### src/rtl/pacman_pkg.sv
// pacman_pkg: screen/map geometry, tile codes and probe bookkeeping types for the tile probe.
// CORNER_PROBE_EN selects four corner probes per enemy instead of the top-left probe only.
package pacman_pkg;
  localparam int SCR_W = 1920;
  localparam int SCR_H = 1080;
  localparam int MAP_W = 48;
  localparam int MAP_H = 27;
  localparam int TILE_W = 40;
  localparam int TILE_H = 40;
  localparam int ENEMY_SIZE = 40;
  localparam logic [3:0] TILE_BG = 4'd0;
  localparam logic [3:0] TILE_WALL = 4'd1;
  localparam logic [3:0] TILE_COIN = 4'd2;
  // 1639/65536 approximates 1/40 closely enough to floor exactly for 0..2047
  localparam int RECIP = 1639;
  localparam int RECIP_SH = 16;
`ifdef CORNER_PROBE_EN
  localparam int PROBES = 16;
`else
  localparam int PROBES = 4;
`endif
  localparam int PW = $clog2(PROBES);
  typedef enum logic [2:0] {S_IDLE, S_SNAP, S_ISSUE, S_DRAIN, S_DONE} state_t;
  typedef struct packed {
    logic v;
    logic [1:0] e;
    logic [1:0] c;
  } rd_tag_t;
endpackage

### src/rtl/tile_addr_calc.sv
// tile_addr_calc: pixel (x,y) to clamped map tile address, one registered stage.
module tile_addr_calc
  import pacman_pkg::*;
(
  input  logic        clk_pix,
  input  logic        rstn,
  input  logic        clr_i,
  input  logic [12:0] x_i,
  input  logic [12:0] y_i,
  output logic [10:0] addr_o
);
  logic [5:0] col;
  logic [4:0] row;
  logic [10:0] addr_d, addr_q;
  always_comb begin
    col = (x_i >= 13'(SCR_W)) ? 6'(MAP_W - 1) : 6'((22'(x_i[10:0]) * 22'(RECIP)) >> RECIP_SH);
    row = (y_i >= 13'(SCR_H)) ? 5'(MAP_H - 1) : 5'((22'(y_i[10:0]) * 22'(RECIP)) >> RECIP_SH);
    addr_d = clr_i ? 11'd0 : 11'(row) * 11'(MAP_W) + 11'(col);
  end
  always_ff @(posedge clk_pix or negedge rstn)
    if (!rstn) addr_q <= '0;
    else addr_q <= addr_d;
  assign addr_o = addr_q;
endmodule

### src/rtl/enemy_tile_probe.sv
// enemy_tile_probe: per-frame snapshot of four enemies, map probes through one read port,
// atomic commit of tile address/code. CORNER_PROBE_EN enables four-corner wall probing.
module enemy_tile_probe
  import pacman_pkg::*;
#(
  parameter int RD_LAT = 1
) (
  input  logic        clk_pix,
  input  logic        rstn,
  input  logic        frame_tick,
  input  logic        game_reset,
  input  logic [11:0] enemy0_x, enemy0_y, enemy1_x, enemy1_y,
  input  logic [11:0] enemy2_x, enemy2_y, enemy3_x, enemy3_y,
  output logic        map_rd_en,
  output logic [10:0] map_addr,
  input  logic [3:0]  map_data,
  output logic [10:0] tile0_addr, tile1_addr, tile2_addr, tile3_addr,
  output logic [3:0]  tile0_code, tile1_code, tile2_code, tile3_code,
  output logic        scan_done,
  output logic        scan_overrun
);
  state_t state_q, state_d;
  logic [PW-1:0] k_q, k_d, f;
  logic [1:0] dcnt_q, dcnt_d, pe, pc, fe, fc;
  logic [11:0] ex [4], ey [4], sx_q [4], sx_d [4], sy_q [4], sy_d [4];
  logic [10:0] pa_q [4], pa_d [4], ta_q [4], ta_d [4], calc_addr;
  logic [3:0] pt_q [4], pt_d [4], tc_q [4], tc_d [4];
  logic [3:0] pw_q, pw_d;
  logic [12:0] fx, fy;
  rd_tag_t tag_q [RD_LAT], tag_d [RD_LAT], ret;
  assign ex = '{enemy0_x, enemy1_x, enemy2_x, enemy3_x};
  assign ey = '{enemy0_y, enemy1_y, enemy2_y, enemy3_y};
  // the address stage is fed one probe ahead of the one being issued
  assign f = (state_q == S_SNAP) ? '0 : k_q + 1'b1;
`ifdef CORNER_PROBE_EN
  assign pe = k_q[3:2];
  assign pc = k_q[1:0];
  assign fe = f[3:2];
  assign fc = f[1:0];
`else
  assign pe = k_q;
  assign pc = 2'd0;
  assign fe = f;
  assign fc = 2'd0;
`endif
  assign fx = 13'(sx_q[fe]) + (fc[0] ? 13'(ENEMY_SIZE - 1) : 13'd0);
  assign fy = 13'(sy_q[fe]) + (fc[1] ? 13'(ENEMY_SIZE - 1) : 13'd0);
  tile_addr_calc u_calc (
    .clk_pix(clk_pix), .rstn(rstn), .clr_i(game_reset), .x_i(fx), .y_i(fy), .addr_o(calc_addr)
  );
  assign ret = tag_q[RD_LAT-1];
  assign map_rd_en = state_q == S_ISSUE;
  assign map_addr = map_rd_en ? calc_addr : 11'd0;
  assign scan_done = state_q == S_DONE;
  assign scan_overrun = frame_tick && state_q != S_IDLE;
  always_comb begin
    state_d = state_q;
    k_d = k_q;
    dcnt_d = dcnt_q;
    sx_d = sx_q;
    sy_d = sy_q;
    pa_d = pa_q;
    pt_d = pt_q;
    pw_d = pw_q;
    ta_d = ta_q;
    tc_d = tc_q;
    tag_d[0] = {map_rd_en, pe, pc};
    for (int i = 1; i < RD_LAT; i++) tag_d[i] = tag_q[i-1];
    case (state_q)
      S_IDLE: if (frame_tick) begin
        state_d = S_SNAP;
        sx_d = ex;
        sy_d = ey;
      end
      S_SNAP: begin
        state_d = S_ISSUE;
        k_d = '0;
        pw_d = '0;
      end
      S_ISSUE: begin
        k_d = k_q + 1'b1;
        if (k_q == PW'(PROBES - 1)) begin
          state_d = S_DRAIN;
          dcnt_d = '0;
        end
      end
      S_DRAIN: begin
        dcnt_d = dcnt_q + 1'b1;
        if (dcnt_q == 2'(RD_LAT - 1)) state_d = S_DONE;
      end
      default: state_d = S_IDLE;
    endcase
    if (map_rd_en && pc == 2'd0) pa_d[pe] = map_addr;
    if (ret.v) begin
      if (ret.c == 2'd0) pt_d[ret.e] = map_data;
      if (map_data == TILE_WALL) pw_d[ret.e] = 1'b1;
    end
    // commit on the edge into DONE so the new values are visible alongside scan_done
    if (state_q == S_DRAIN && dcnt_q == 2'(RD_LAT - 1))
      for (int i = 0; i < 4; i++) begin
        ta_d[i] = pa_d[i];
        tc_d[i] = pw_d[i] ? TILE_WALL : pt_d[i];
      end
    if (game_reset) begin
      state_d = S_IDLE;
      k_d = '0;
      dcnt_d = '0;
      sx_d = '{default: '0};
      sy_d = '{default: '0};
      pa_d = '{default: '0};
      pt_d = '{default: '0};
      pw_d = '0;
      ta_d = '{default: '0};
      tc_d = '{default: '0};
      tag_d = '{default: '0};
    end
  end
  always_ff @(posedge clk_pix or negedge rstn)
    if (!rstn) begin
      state_q <= S_IDLE;
      k_q <= '0;
      dcnt_q <= '0;
      sx_q <= '{default: '0};
      sy_q <= '{default: '0};
      pa_q <= '{default: '0};
      pt_q <= '{default: '0};
      pw_q <= '0;
      ta_q <= '{default: '0};
      tc_q <= '{default: '0};
      tag_q <= '{default: '0};
    end else begin
      state_q <= state_d;
      k_q <= k_d;
      dcnt_q <= dcnt_d;
      sx_q <= sx_d;
      sy_q <= sy_d;
      pa_q <= pa_d;
      pt_q <= pt_d;
      pw_q <= pw_d;
      ta_q <= ta_d;
      tc_q <= tc_d;
      tag_q <= tag_d;
    end
  assign {tile0_addr, tile1_addr, tile2_addr, tile3_addr} = {ta_q[0], ta_q[1], ta_q[2], ta_q[3]};
  assign {tile0_code, tile1_code, tile2_code, tile3_code} = {tc_q[0], tc_q[1], tc_q[2], tc_q[3]};
endmodule

### config.mk
export PLATFORM = sky130hd
export DESIGN_NAME = enemy_tile_probe
export DESIGN_NICKNAME = d
export VERILOG_FILES = /design/src/rtl/pacman_pkg.sv /design/src/rtl/tile_addr_calc.sv /design/src/rtl/enemy_tile_probe.sv
export SDC_FILE = /design/constraint.sdc
export NUM_CORES = 1
export LEC_CHECK = 0
export BUFFER_PORTS_ARGS = -buffer_cell sky130_fd_sc_hd__buf_2
export CAP_MARGIN = 10
export CORE_UTILIZATION = 44
export CTS_CLUSTER_DIAMETER = 40
export DETAILED_ROUTE_END_ITERATION = 8
export MAX_ROUTING_LAYER = met4
export PLACE_DENSITY = 0.7
export SYNTH_ARGS = -nofsm -noshare
export SYNTH_HDL_FRONTEND = slang
export SYNTH_SLANG_ARGS = --single-unit
### constraint.sdc
create_clock -name clk_pix -period 11.65 [get_ports clk_pix]
set_clock_uncertainty 0.15 [all_clocks]
set_input_delay 0 -clock clk_pix [delete_from_list [all_inputs] [get_ports clk_pix]]
set_output_delay 0 -clock clk_pix [all_outputs]
set_load 0.01 [all_outputs]
; Word level (Yosys, flattened, before mapping)
; Cells that the tools add are included.
[classes]
n_addsub = 3
multipliers = 3
magnitude_cmp = 9
n_eq_ne = 9
n_mux = 53
bitwise_logic = 4
reduce_logical = 17
[ops]
columns = operator, count
row1 = $mux W48, 6
row2 = $mux W44, 4
row3 = $mux W16, 5
row4 = $bmux W12 S2, 2
row5 = $mux W12, 4
row6 = $bwmux W44, 1
row7 = $mux W4, 9
row8 = $mux W11, 3
row9 = $ge A12 B11 Y1 const B, 2
row10 = $demux W11 S2, 1
row11 = $mul A11 B11 Y22 const B, 1
row12 = $mul A11 B11 Y21 const B, 1
row13 = $bwmux W16, 1
row14 = $mux W3, 4
row15 = $pmux W3 S4, 1
row16 = $add A11 B6 Y11, 1
row17 = $mux W5, 2
row18 = $ge A3 B3 Y1 const B, 3
row19 = $not A2 Y3, 3
row20 = $reduce_bool A3 Y1, 3
row21 = $demux W4 S2, 1
row22 = $mux W2, 4
row23 = $pmux W2 S2, 2
row24 = $mul A5 B2 Y7 const B, 1
row25 = other kinds (21), 33
[word_totals]
ff_bits = 243
inputBits = 104
out_inout_bits = 74
wordCells = 130

; Longest topological paths before layout
; Gate-level depths: netlist of the first run.
[logic_depth]
depth_word = 11
ltp_mapped = 35
ltp_nobuf = 33

; Cells and area by module
; From an unflattened synthesis of the first run, not the netlist that was laid out.
[hier_totals]
hier_cells = 1533
area_unflattened_um2 = 15227.1
[modules_own_cells]
columns = mod, n_inst, cells_each, area_per_inst_um2, seq_area_each_um2
row1 = enemy_tile_probe, 1, 994, 10141.0, 5755.5
row2 = tile_addr_calc, 1, 539, 5086.1, 275.3

; Least setup slack after synthesis of the first run
; OpenSTA, ideal clock, no wires.
[synth_path]
path_type = flip-flop to flip-flop
start = register k_q[0]
end = register u_calc.addr_q[10], in the netlist u_calc.addr_o[10]
arrival_time_ns = 8.208
required_ns = 11.420
slack_ns = 3.212
stages_incl_launch_ff = 35
path_buffers = 2
period_less_slack_ns = 8.438
path_cell_list = dfrtp_1 > inv_1 > ha_1 > buf_1 > nand2_1 > buf_2 > mux2i_1 > o21ai_0 > a22oi_1 > inv_1 > ha_1 > xor2_1 > ha_1 > a31o_2 > fa_1 > fa_1 > inv_1 > fa_1 > inv_1 > ha_1 > nand4_1 > nor2_1 > o21ai_0 > o21ai_1 > a2111oi_0 > nor4b_1 > ha_1 > a21o_1 > a21o_1 > xnor2_1 > nor2_1 > nand3_1 > o221a_1 > and3_1 > nor3_2
[synth_via]
elab_chain_len = 11
[synth_lines]
columns = item, line_no
row1 = from (decl), enemy_tile_probe.sv:23  ; logic [PW-1:0] k_q, k_d, f;
row2 = from (signal assigned), enemy_tile_probe.sv:133  ; k_q <= k_d;
row3 = $add A2 B1 Y2 (*), enemy_tile_probe.sv:34  ; assign f = (state_q == S_SNAP) ? '0 : k_q + 1'b1;
row4 = $mux W2 (*), enemy_tile_probe.sv:34
row5 = $not A2 Y3 (implied by the code) (*), "enemy_tile_probe.sv:46, enemy_tile_probe.sv:47"
row6 = $bmux W12 S2, enemy_tile_probe.sv:47  ; assign fy = 13'(sy_q[fe]) + (fc[1] ? 13'(ENEMY_SIZE - 1) : 13'd0);
row7 = $mux W12 (implied by the code) (2 in a row), enemy_tile_probe.sv:47
row8 = $mul A11 B11 Y21 / $ge A12 B11 Y1 (equally long branches), tile_addr_calc.sv:17  ; row = (y_i >= 13'(SCR_H)) ? 5'(MAP_H - 1) : 5'((22'(y_i[10:0]) * 22'(RECIP)) >> RECIP_SH);
row9 = $mux W5, tile_addr_calc.sv:17
row10 = $mul A5 B2 Y7, tile_addr_calc.sv:18  ; addr_d = clr_i ? 11'd0 : 11'(row) * 11'(MAP_W) + 11'(col);
row11 = $add A11 B6 Y11 (*), tile_addr_calc.sv:18
row12 = $mux W11 (*), tile_addr_calc.sv:18
row13 = via u_calc.addr_d[10], tile_addr_calc.sv:14  ; logic [10:0] addr_d, addr_q;
row14 = to (signal assigned), tile_addr_calc.sv:22  ; else addr_q <= addr_d;
row15 = to (decl), tile_addr_calc.sv:14
; The timed path passes the listed nets; every way through them passes the cells marked *. The select of a mux whose other input is x is not followed.
; A chain may end at the register's enable or synchronous reset.

; Worst setup path after layout of the first run
; Ends and elaborated chain as after synthesis.

==> out/results.tsv, run 1 <==
metric	value	unit
setup_viol	0	
yosys.area.top_type	dfrtp_1	
drt_wl_total	41.5	mm
coreArea	33800	um^2
wl_met1	18.8	mm
cp-end-kind	register	
timing.fmax	104	MHz
die_height	188	um
viasPerCell	5.24	
rsz0062_at_grt	false	
synth_compound_area_share	10.9	%
min_period_over_period	82.3	%
dp_hpwl	28.2	mm
ant_nets	0	
violations	DRC	
whs_path_depth	4	
clk_pin_slew	0.06	ns
clk_path_buf_depth	3	
slowest_stage	dfrtp_1	
crit_required	11.92	ns
synth_top_area_share	39.5	%
synthAdderAreaFrac	21.4	%
whs	0.128	ns
final-seq-area	6030	um^2
tightest_slew	1.19	ns
peakVddDrop	0.0983	mV
worstPathMaxFanout	31	
nNetsFinal	2257	
antenna_found_initial	0	
cts_tree	built	
multi_input_area	8330	um^2
slew-limit-headroom	20.5	%
wl_per_cell	17.2	um
syn_nets	1979	
clock_sinks	241	
ys_seq_area_share	39.5	%
cp_slowest_stage_delay	0.90	ns
drt_first_pass_iters	9	
startpoint_type	register	
numCtsBuffers	37	
hold_end	sy_q[9]	
rrSetupSlack	2.06	ns
muxShareOfSynthArea	3.17	%
hp-start	enemy3_y[9]	
synth_edf_count	0	
crit_path_frequent_cell	ha_1	
power_leakage	0.0100	uW
rr_startpoint	k_q[0]	
yosysWarningCount	0	
drc	3	
max-cap-violations	0	
synth_top_family_by_area	adder cells	
via_count	12600	
drive_gt1_share	13.9	%
io_pins	178	
grt_max_degree	128	
slew_violations	0	
met3WireLength	2.96	mm
port_buffers	177	
r2r_cells	32	
die_area	35400	um^2
fillers	2865	
grt_pass1_vias	12800	
hold_viol_final	0	
cts_setup_buffers	0	
die_x	188	um
ys_ff_latch	241	
synth-async-reset-ratio	100	%
post-route-min-period	9.59	ns
worstSkewPairLatency	0.51	ns
first_iter_violations	905	
synthTopCellsByArea	dfrtp_1 40%, ha_1 12%, nand2_1 10%, fa_1 9.1%, a21oi_1 5.9%	
route.met2.wl	18.7	mm
grt_usage	24.4	%
synthesis.area_per_instance	9.22	um^2
start_util	45.1	%
worst_r2r_endpoint	u_calc.addr_o[10]	
most-common-layout-cells	411 x nand2_1, 241 x dfrtp_1, 179 x a21oi_1	
synth_xor_xnor_area_share	1.48	%
cts_root_buf	clkbuf_16	
cts_resized	0	
synth.cell_area	15300	um^2
gp_congestion	0.949	
cp-startpoint	k_q[0]	
tns	0	ns
diodes	0	
placementRows	67	
syn_inst	1655	
htreeDepth	2	
min_path_type	in2reg	
synthSimpleGateAreaFrac	17.5	%
status	complete, but fails checks	
p_per_area	178	nW/um^2
grt.overflow.total	0	
topRoutingLayerUsed	met4	
dp_slack	2.09	ns
synthToLayoutAreaGrowth	25.3	%
synth.distinct_cells	62	
worstSetupPathType	reg2reg	
grt_first_pass_wirelength	67.2	mm
layout_commonest_cell	nand2_1	
fin_ws	2.06	ns
critPathArrivalTime	9.86	ns
synthFlopType	dfrtp_1	
[metrics by stage]
| stage | utilization (%) | area [um^2] | power [uW] | cells |
|---|---|---|---|---|
| final | 56.6 | 19100 | 3400 | 2409 |
| after global routing | 56.6 | 19100 | 3650 | 2409 |
| after floorplan | - | 15300 | 1870 | 1655 |
| after detailed placement | 48.9 | 16500 | 2210 | 2214 |
| after CTS | 56.6 | 19100 | 3420 | 2409 |
| after global placement | 48.9 | 16500 | 2170 | 2214 |
[power breakdown]
| part | switching [uW] | internal [uW] |
|---|---|---|
| logic | 754 | 550 |
| registers | 57.7 | 881 |
| clock network | 414 | 741 |
| total | 1230 | 2170 |
[kinds of logic after synthesis]
| logic type | after synthesis |
|---|---|
| and+or+nand+nor | 601 |
| AOI/OAI and AO/OA | 281 |
| DFF | 241 |
| buffers and inverters | 240 |
| adders and majority gates | 220 |
| muxes | 48 |
| xor gates and xnor gates | 24 |
[worst max-delay path by stage]
stage / to / slack [ns]
2_1_floorplan: u_calc.addr_o[10] / 3.21
3_3_place_gp: u_calc.addr_o[10] / 2.51
3_5_place_dp: u_calc.addr_o[10] / 2.09
4_1_cts: u_calc.addr_o[10] / 2.06
5_1_grt: u_calc.addr_o[10] / 1.35
6_report: u_calc.addr_o[10] / 2.06
[final cells by class]
cell class / count / share of cell area, %
clock buffers: 43 / 5.29
clock inverters: 24 / 1.51
inverters: 160 / 3.14
multi-input cells: 1174 / 43.6
flip-flops and latches: 241 / 31.6
well taps: 448 / 2.93
repair buffers: 319 / 12.0
[Yosys cell counts, types with 18 or more instances]
cell type	count
nand2_1	412
dfrtp_1	241
a21oi_1	179
inv_1	159
ha_1	151
clkbuf_1	70
fa_1	69
nor2_1	54
nand3b_1	48
mux2i_1	46
o21ai_0	19
and2_1	18
[sequential cells by signal, summed over array words and instances, names as in the netlist, 11 cells and up]
signal         count
u_calc.addr_o     11
sx_q              48
sy_q              48
pa_q              44
tile2_addr        11
tile1_addr        11
pt_q              16
tile3_addr        11
tile0_addr        11
[critical path, delay by kind of cell, from the launching register on]
family,cells,cell delay (ns)
DFF,1,0.90
and+or+nand+nor,9,2.18
buffers and inverters,5,0.91
xor gates and xnor gates,2,0.34
AOI/OAI and AO/OA,8,1.82
adders and majority gates,8,3.17
[layer usage]
layer	vias up	global-route usage [%]
met3	80	4.56
met2	467	36.9
met5	-	-
li1	6003	-
met4	0	6.60
met1	6076	33.6
[repair_timing]
action	4_1_cts	5_1_grt
hold buffers	128	0
hold endpoints to repair	237	0
setup endpoints to repair	0	0
Power figures use the tool's default switching activity.
==> run 2: changes to the inputs <==
--- a/config.mk
+++ b/config.mk
@@ -5,6 +5,7 @@
 export SDC_FILE = /design/constraint.sdc
 export NUM_CORES = 1
 export LEC_CHECK = 0
+export ABC_AREA = 1
 export BUFFER_PORTS_ARGS = -buffer_cell sky130_fd_sc_hd__buf_2
 export CAP_MARGIN = 10
 export CORE_UTILIZATION = 44
==> constraint.sdc (replaced) <==
create_clock -name clk_pix -period 9.05 [get_ports clk_pix]
set_clock_uncertainty 0.15 [all_clocks]
set_input_delay 0 -clock clk_pix [delete_from_list [all_inputs] [get_ports clk_pix]]
set_output_delay 0 -clock clk_pix [all_outputs]
set_load 0.01 [all_outputs]
==> run 2 against run 1 <==
The flow now finishes without violations. Synthesized cell count rose by 11%. Count of clock-buffer cells in the layout is 2 higher. Via count rose by 4.9%. Non-clock buffer count decreased by 26. Setup slack worse by 1.2 ns. Critical path type unchanged.
==> out/results.tsv, run 2 <==
metric	value	unit
status	completed	
min_period_over_period	90.9	%
first_iter_violations	895	
synth.cell_area	15600	um^2
cts_root_buf	clkbuf_16	
clk_pin_slew	0.06	ns
placementRows	68	
antenna_found_initial	0	
final_cells	2582	
ys_ff_latch	241	
gp_congestion	0.921	
r2r_cells	37	
synth_common_cells	373 x inv_1, 280 x nand2_1, 241 x dfrtp_1, 192 x o21ai_0, 151 x ha_1	
start_util	44.9	%
slew_violations	0	
design_area	19300	um^2
synth.most_common_cell	inv_1	
synthesis.area_per_instance	8.49	um^2
min_path_type	in2reg	
drc	0	
grt.overflow.total	0	
cp-end-kind	register	
hp-start	enemy0_y[10]	
wl_per_cell	16.6	um
dp_hpwl	29.9	mm
die_area	36200	um^2
slew-limit-headroom	24.8	%
yosysWarningCount	0	
coreArea	34700	um^2
drt_wl_total	42.8	mm
most-common-layout-cells	372 x inv_1, 280 x nand2_1, 241 x dfrtp_1	
yosys.area.top_type	dfrtp_1	
clk_path_buf_depth	3	
layout_commonest_cell	inv_1	
slowest_stage	fa_1	
numCtsBuffers	39	
whs_path_depth	4	
diodes	0	
grt_max_degree	111	
die_x	190	um
via_count	13200	
cts_tree	built	
synth.distinct_cells	53	
tns	0	ns
clock_sinks	241	
nNetsFinal	2422	
dp_cells	2405	
tightest_slew	1.13	ns
synthFlopType	dfrtp_1	
worstPathMaxFanout	58	
hold_end	sy_q[46]	
io_pins	178	
setup_viol	0	
port_buffers	177	
ys_seq_area_share	38.7	%
synth-async-reset-ratio	100	%
rrSetupSlack	0.83	ns
place_area	16800	um^2
crit_path_frequent_cell	inv_1	
max-cap-violations	0	
worstSetupPathType	reg2reg	
timing.fmax	122	MHz
rr_startpoint	k_q[0]	
post-route-min-period	8.22	ns
grt_usage	25.1	%
crit_required	9.37	ns
synth_top_area_share	38.7	%
synth_edf_count	0	
reg_top3	sx_q: 48 flops, sy_q: 48 flops, pa_q: 44 flops	
hold_viol_final	0	
drive_gt1_share	13.9	%
fillers	3087	
grt_first_pass_wirelength	69.9	mm
worst_r2r_endpoint	u_calc.addr_o[10]	
viasPerCell	5.13	
syn_inst	1837	
whs	0.0856	ns
startpoint_type	register	
drt_first_pass_iters	5	
die_height	190	um
cp_slowest_stage_delay	0.55	ns
htreeDepth	2	
cts_resized	0	
synthToLayoutAreaGrowth	23.9	%
grt_pass1_vias	13400	
worstSkewPairLatency	0.54	ns
rsz0062_at_grt	false	
synthTopCellsByArea	dfrtp_1 39%, ha_1 12%, inv_1 9.0%, fa_1 8.9%, nand2_1 6.7%	
ant_nets	0	
syn_nets	2161	
critPathArrivalTime	8.55	ns
==> run 2: metrics by stage <==
stage	util [%]	worst slack, ns
2_1_floorplan	-	1.40
3_5_place_dp	48.4	0.878
3_3_place_gp	48.4	1.23
5_1_grt	55.7	0.237
4_1_cts	55.7	0.855
6_report	55.7	0.825
==> run 2: per-layer routing <==
| layer | part of all wire [%] | vias to the layer above | track usage (%) | routed length [um] |
|---|---|---|---|---|
| met2 | 47 | 414 | 39.9 | 20100 |
| met1 | 45 | 6357 | 33.1 | 19300 |
| met5 | 0 | - | - | 0 |
| met4 | 2.8 | 0 | 7.85 | 1210 |
| li1 | - | 6377 | - | - |
| met3 | 5.3 | 100 | 3.55 | 2250 |
==> run 2: repair_timing <==
item,4_1_cts,5_1_grt
hold buffers,107,0
hold endpoints to repair,247,0
buffers inserted,0,0
==> run 2: final cells by class <==
class                      count  area (um^2)  share of cell area (%)
tap                          455          569                    2.95
timing repair buffer         293         2040                    10.6
multi-input combinational   1144         7820                    40.5
sequential                   241         6030                    31.2
clock buffer                  45         1040                    5.37
clock inverter                25          392                    2.03
inverter                     379         1430                    7.38
==> run 2: worst max path at each step <==
stage | slack, ns | startpoint | to | cells after the start
finish | 0.83 | k_q[0] | u_calc.addr_o[10] | 37
global route | 0.24 | k_q[0] | u_calc.addr_o[10] | 35
CTS | 0.86 | k_q[0] | u_calc.addr_o[10] | 37
detailed placement | 0.88 | k_q[0] | u_calc.addr_o[10] | 37
global placement | 1.23 | k_q[0] | u_calc.addr_o[10] | 37
floorplan | 1.40 | k_q[0] | u_calc.addr_o[10] | 40
==> run 2: worst max-delay path: cells and delay by family (launching register included) <==
| kind | cells | cell delay, ns |
|---|---|---|
| adder cells (fa/ha/maj) | 7 | 3.02 |
| AND/OR/NAND/NOR | 12 | 1.96 |
| AO/OA/AOI/OAI | 6 | 1.18 |
| buffers and inverters | 11 | 1.12 |
| flip-flops | 1 | 0.50 |
| XOR/XNOR | 1 | 0.22 |
==> run 2: logic make-up after synthesis <==
kind of cell,Yosys count,synth area share (%)
simple gates,551,15.4
buf+inv,452,11.3
compound gates,359,12.9
flops,241,38.7
fa+ha+maj,220,21.0
xor+xnor,14,0.786
Power of run 2 is not shown: default switching activity piles up to over one toggle a cycle in this logic, so the estimate is an artifact.
==> run 3: changes to the inputs <==
--- a/config.mk
+++ b/config.mk
@@ -8,11 +8,14 @@
 export ABC_AREA = 1
 export BUFFER_PORTS_ARGS = -buffer_cell sky130_fd_sc_hd__buf_2
 export CAP_MARGIN = 10
+export CELL_PAD_IN_SITES_DETAIL_PLACEMENT = 1
+export CELL_PAD_IN_SITES_GLOBAL_PLACEMENT = 1
 export CORE_UTILIZATION = 44
 export CTS_CLUSTER_DIAMETER = 40
 export DETAILED_ROUTE_END_ITERATION = 8
 export MAX_ROUTING_LAYER = met4
-export PLACE_DENSITY = 0.7
+export PLACE_DENSITY = 0.86
+export SKIP_LAST_GASP = 1
 export SYNTH_ARGS = -nofsm -noshare
 export SYNTH_HDL_FRONTEND = slang
 export SYNTH_SLANG_ARGS = --single-unit
==> run 3 against run 2 <==
The flow now finishes with violations (hold timing). Die area unchanged. Register-to-register slack worse by 0.21 ns. Final cell count down 0.31%. Setup slack worse by 0.21 ns. Global-route usage up 6.4 points. Sequential share of layout area up 0.58 points.
==> out/results.tsv, run 3 (synthesized netlist as in run 2, its figures left out) <==
metric	value	unit
start_util	44.9	%
crit_required	9.34	ns
worstSkewPairLatency	0.54	ns
post-route-min-period	8.44	ns
startpoint_type	register	
clk_pin_slew	0.05	ns
die_area	36200	um^2
worstSetupPathType	reg2reg	
layout_commonest_cell	inv_1	
port_buffers	177	
grt_max_degree	106	
grt_first_pass_wirelength	85.7	mm
grt_pass1_vias	15600	
nNetsFinal	2418	
slew-limit-headroom	31.3	%
timing.fmax	118	MHz
r2r_cells	38	
cp_slowest_stage_delay	0.59	ns
clk_path_buf_depth	3	
min_path_type	in2async	
antenna_found_initial	3	
htreeDepth	2	
numCtsBuffers	34	
reg_top3	sx_q: 48 flops, sy_q: 48 flops, pa_q: 44 flops	
viasPerCell	5.48	
fillers	4118	
setup_viol	0	
status	complete, but fails checks	
worstPathMaxFanout	38	
via_count	14100	
grt_usage	31.5	%
clock_sinks	241	
cts_tree	built	
cts_resized	0	
multi_input_area	7820	um^2
gp_congestion	0.901	
wl_per_cell	21.1	um
dp_hpwl	34.7	mm
first_iter_violations	745	
ant_nets	0	
slew_violations	0	
crit_path_frequent_cell	nand2_1	
synthToLayoutAreaGrowth	21.6	%
drc	0	
cts_setup_buffers	0	
drt_wl_total	54.3	mm
drive_gt1_share	13.3	%
whs	-0.0468	ns
violations	hold timing	
placementRows	68	
drt_first_pass_iters	6	
cts_root_buf	clkbuf_16	
grt.overflow.total	0	
rsz0062_at_grt	false	
cp-end-kind	register	
tightest_slew	1.03	ns
most-common-layout-cells	372 x inv_1, 280 x nand2_1, 241 x dfrtp_1	
max-cap-violations	0	
hold_viol_final	42	
io_pins	178	
die_x	190	um
die_height	190	um
slowest_stage	a21oi_1	
critPathArrivalTime	8.73	ns
coreArea	34700	um^2
tns	0	ns
min_period_over_period	93.3	%
final-seq-area	6030	um^2
==> run 3: changes by cell type in the layout (fill, tap and decap cells not counted), moves of 2 or more <==
cell / previous run / this run
clkbuf_1: 2 / 7
inv_6: 6 / 3
clkinv_8: 3 / 0
diode_2: 0 / 3
inv_8: 3 / 0
bufinv_16: 6 / 1
buf_4: 9 / 12
clkinvlp_4: 2 / 4
clkbuf_16: 39 / 35
==> run 3: routing by layer <==
layer  up-vias  wire (um)  global-route usage [%]
li1       6355          -                       -
met1      7095      21900                    36.4
met2       481      27200                    53.6
met3       185       2450                    4.32
met4         0       2750                    15.4
met5         -          0                       -
==> run 3: worst paths after layout <==
check                         startpoint                 to  slack, ns
min reg2reg                tile3_addr[2]      tile3_addr[2]       0.32
min in group clk_pix         enemy0_y[0]           sy_q[36]       0.11
max reg2reg                       k_q[0]  u_calc.addr_o[10]       0.61
max                               k_q[0]  u_calc.addr_o[10]       0.61
max in group asynchronous           rstn           sy_q[24]       7.26
min                                 rstn           pt_q[11]      -0.05
==> run 3: final cells by class <==
class                           count  share of cell area [%]
Timing Repair Buffer              294                    10.7
Clock inverter                     13                   0.706
Multi-Input combinational cell   1144                    41.2
Inverter                          379                    7.51
Sequential cell                   241                    31.8
Tap cell                          455                    3.00
Antenna cell                        3                  0.0396
Clock buffer                       45                    4.97
==> run 3: repair_timing <==
action / 4_1_cts / 5_1_grt
setup endpoints to repair: 0 / 0
hold endpoints to repair: 249 / 0
hold buffers: 105 / 0
==> run 3: worst max-delay path, delay by kind of cell (launching register included) <==
family / cells / cell delay (ns)
adder cells (fa/ha/maj): 8 / 3.24
AO/OA/AOI/OAI: 6 / 1.37
flip-flops: 1 / 0.48
AND/OR/NAND/NOR: 15 / 1.70
buffers and inverters: 9 / 1.34
==> run 3: per-stage QoR <==
| step | worst slack [ns] | instances | util (%) | instance area [um^2] | hold slack [ns] |
|---|---|---|---|---|---|
| finish | 0.610 | 2574 | 54.6 | 19000 | -0.0468 |
| global route | 0.0886 | 2574 | 54.6 | 19000 | 0.0544 |
| CTS | 0.749 | 2571 | 54.6 | 19000 | 0.00474 |
| detailed placement | 0.802 | 2408 | 48.5 | 16800 | -0.0488 |
| global placement | 1.34 | 2408 | 48.5 | 16800 | -0.0534 |
| floorplan | 1.40 | 1837 | - | 15600 | -0.446 |
Power of run 3 is left out for the same reason.
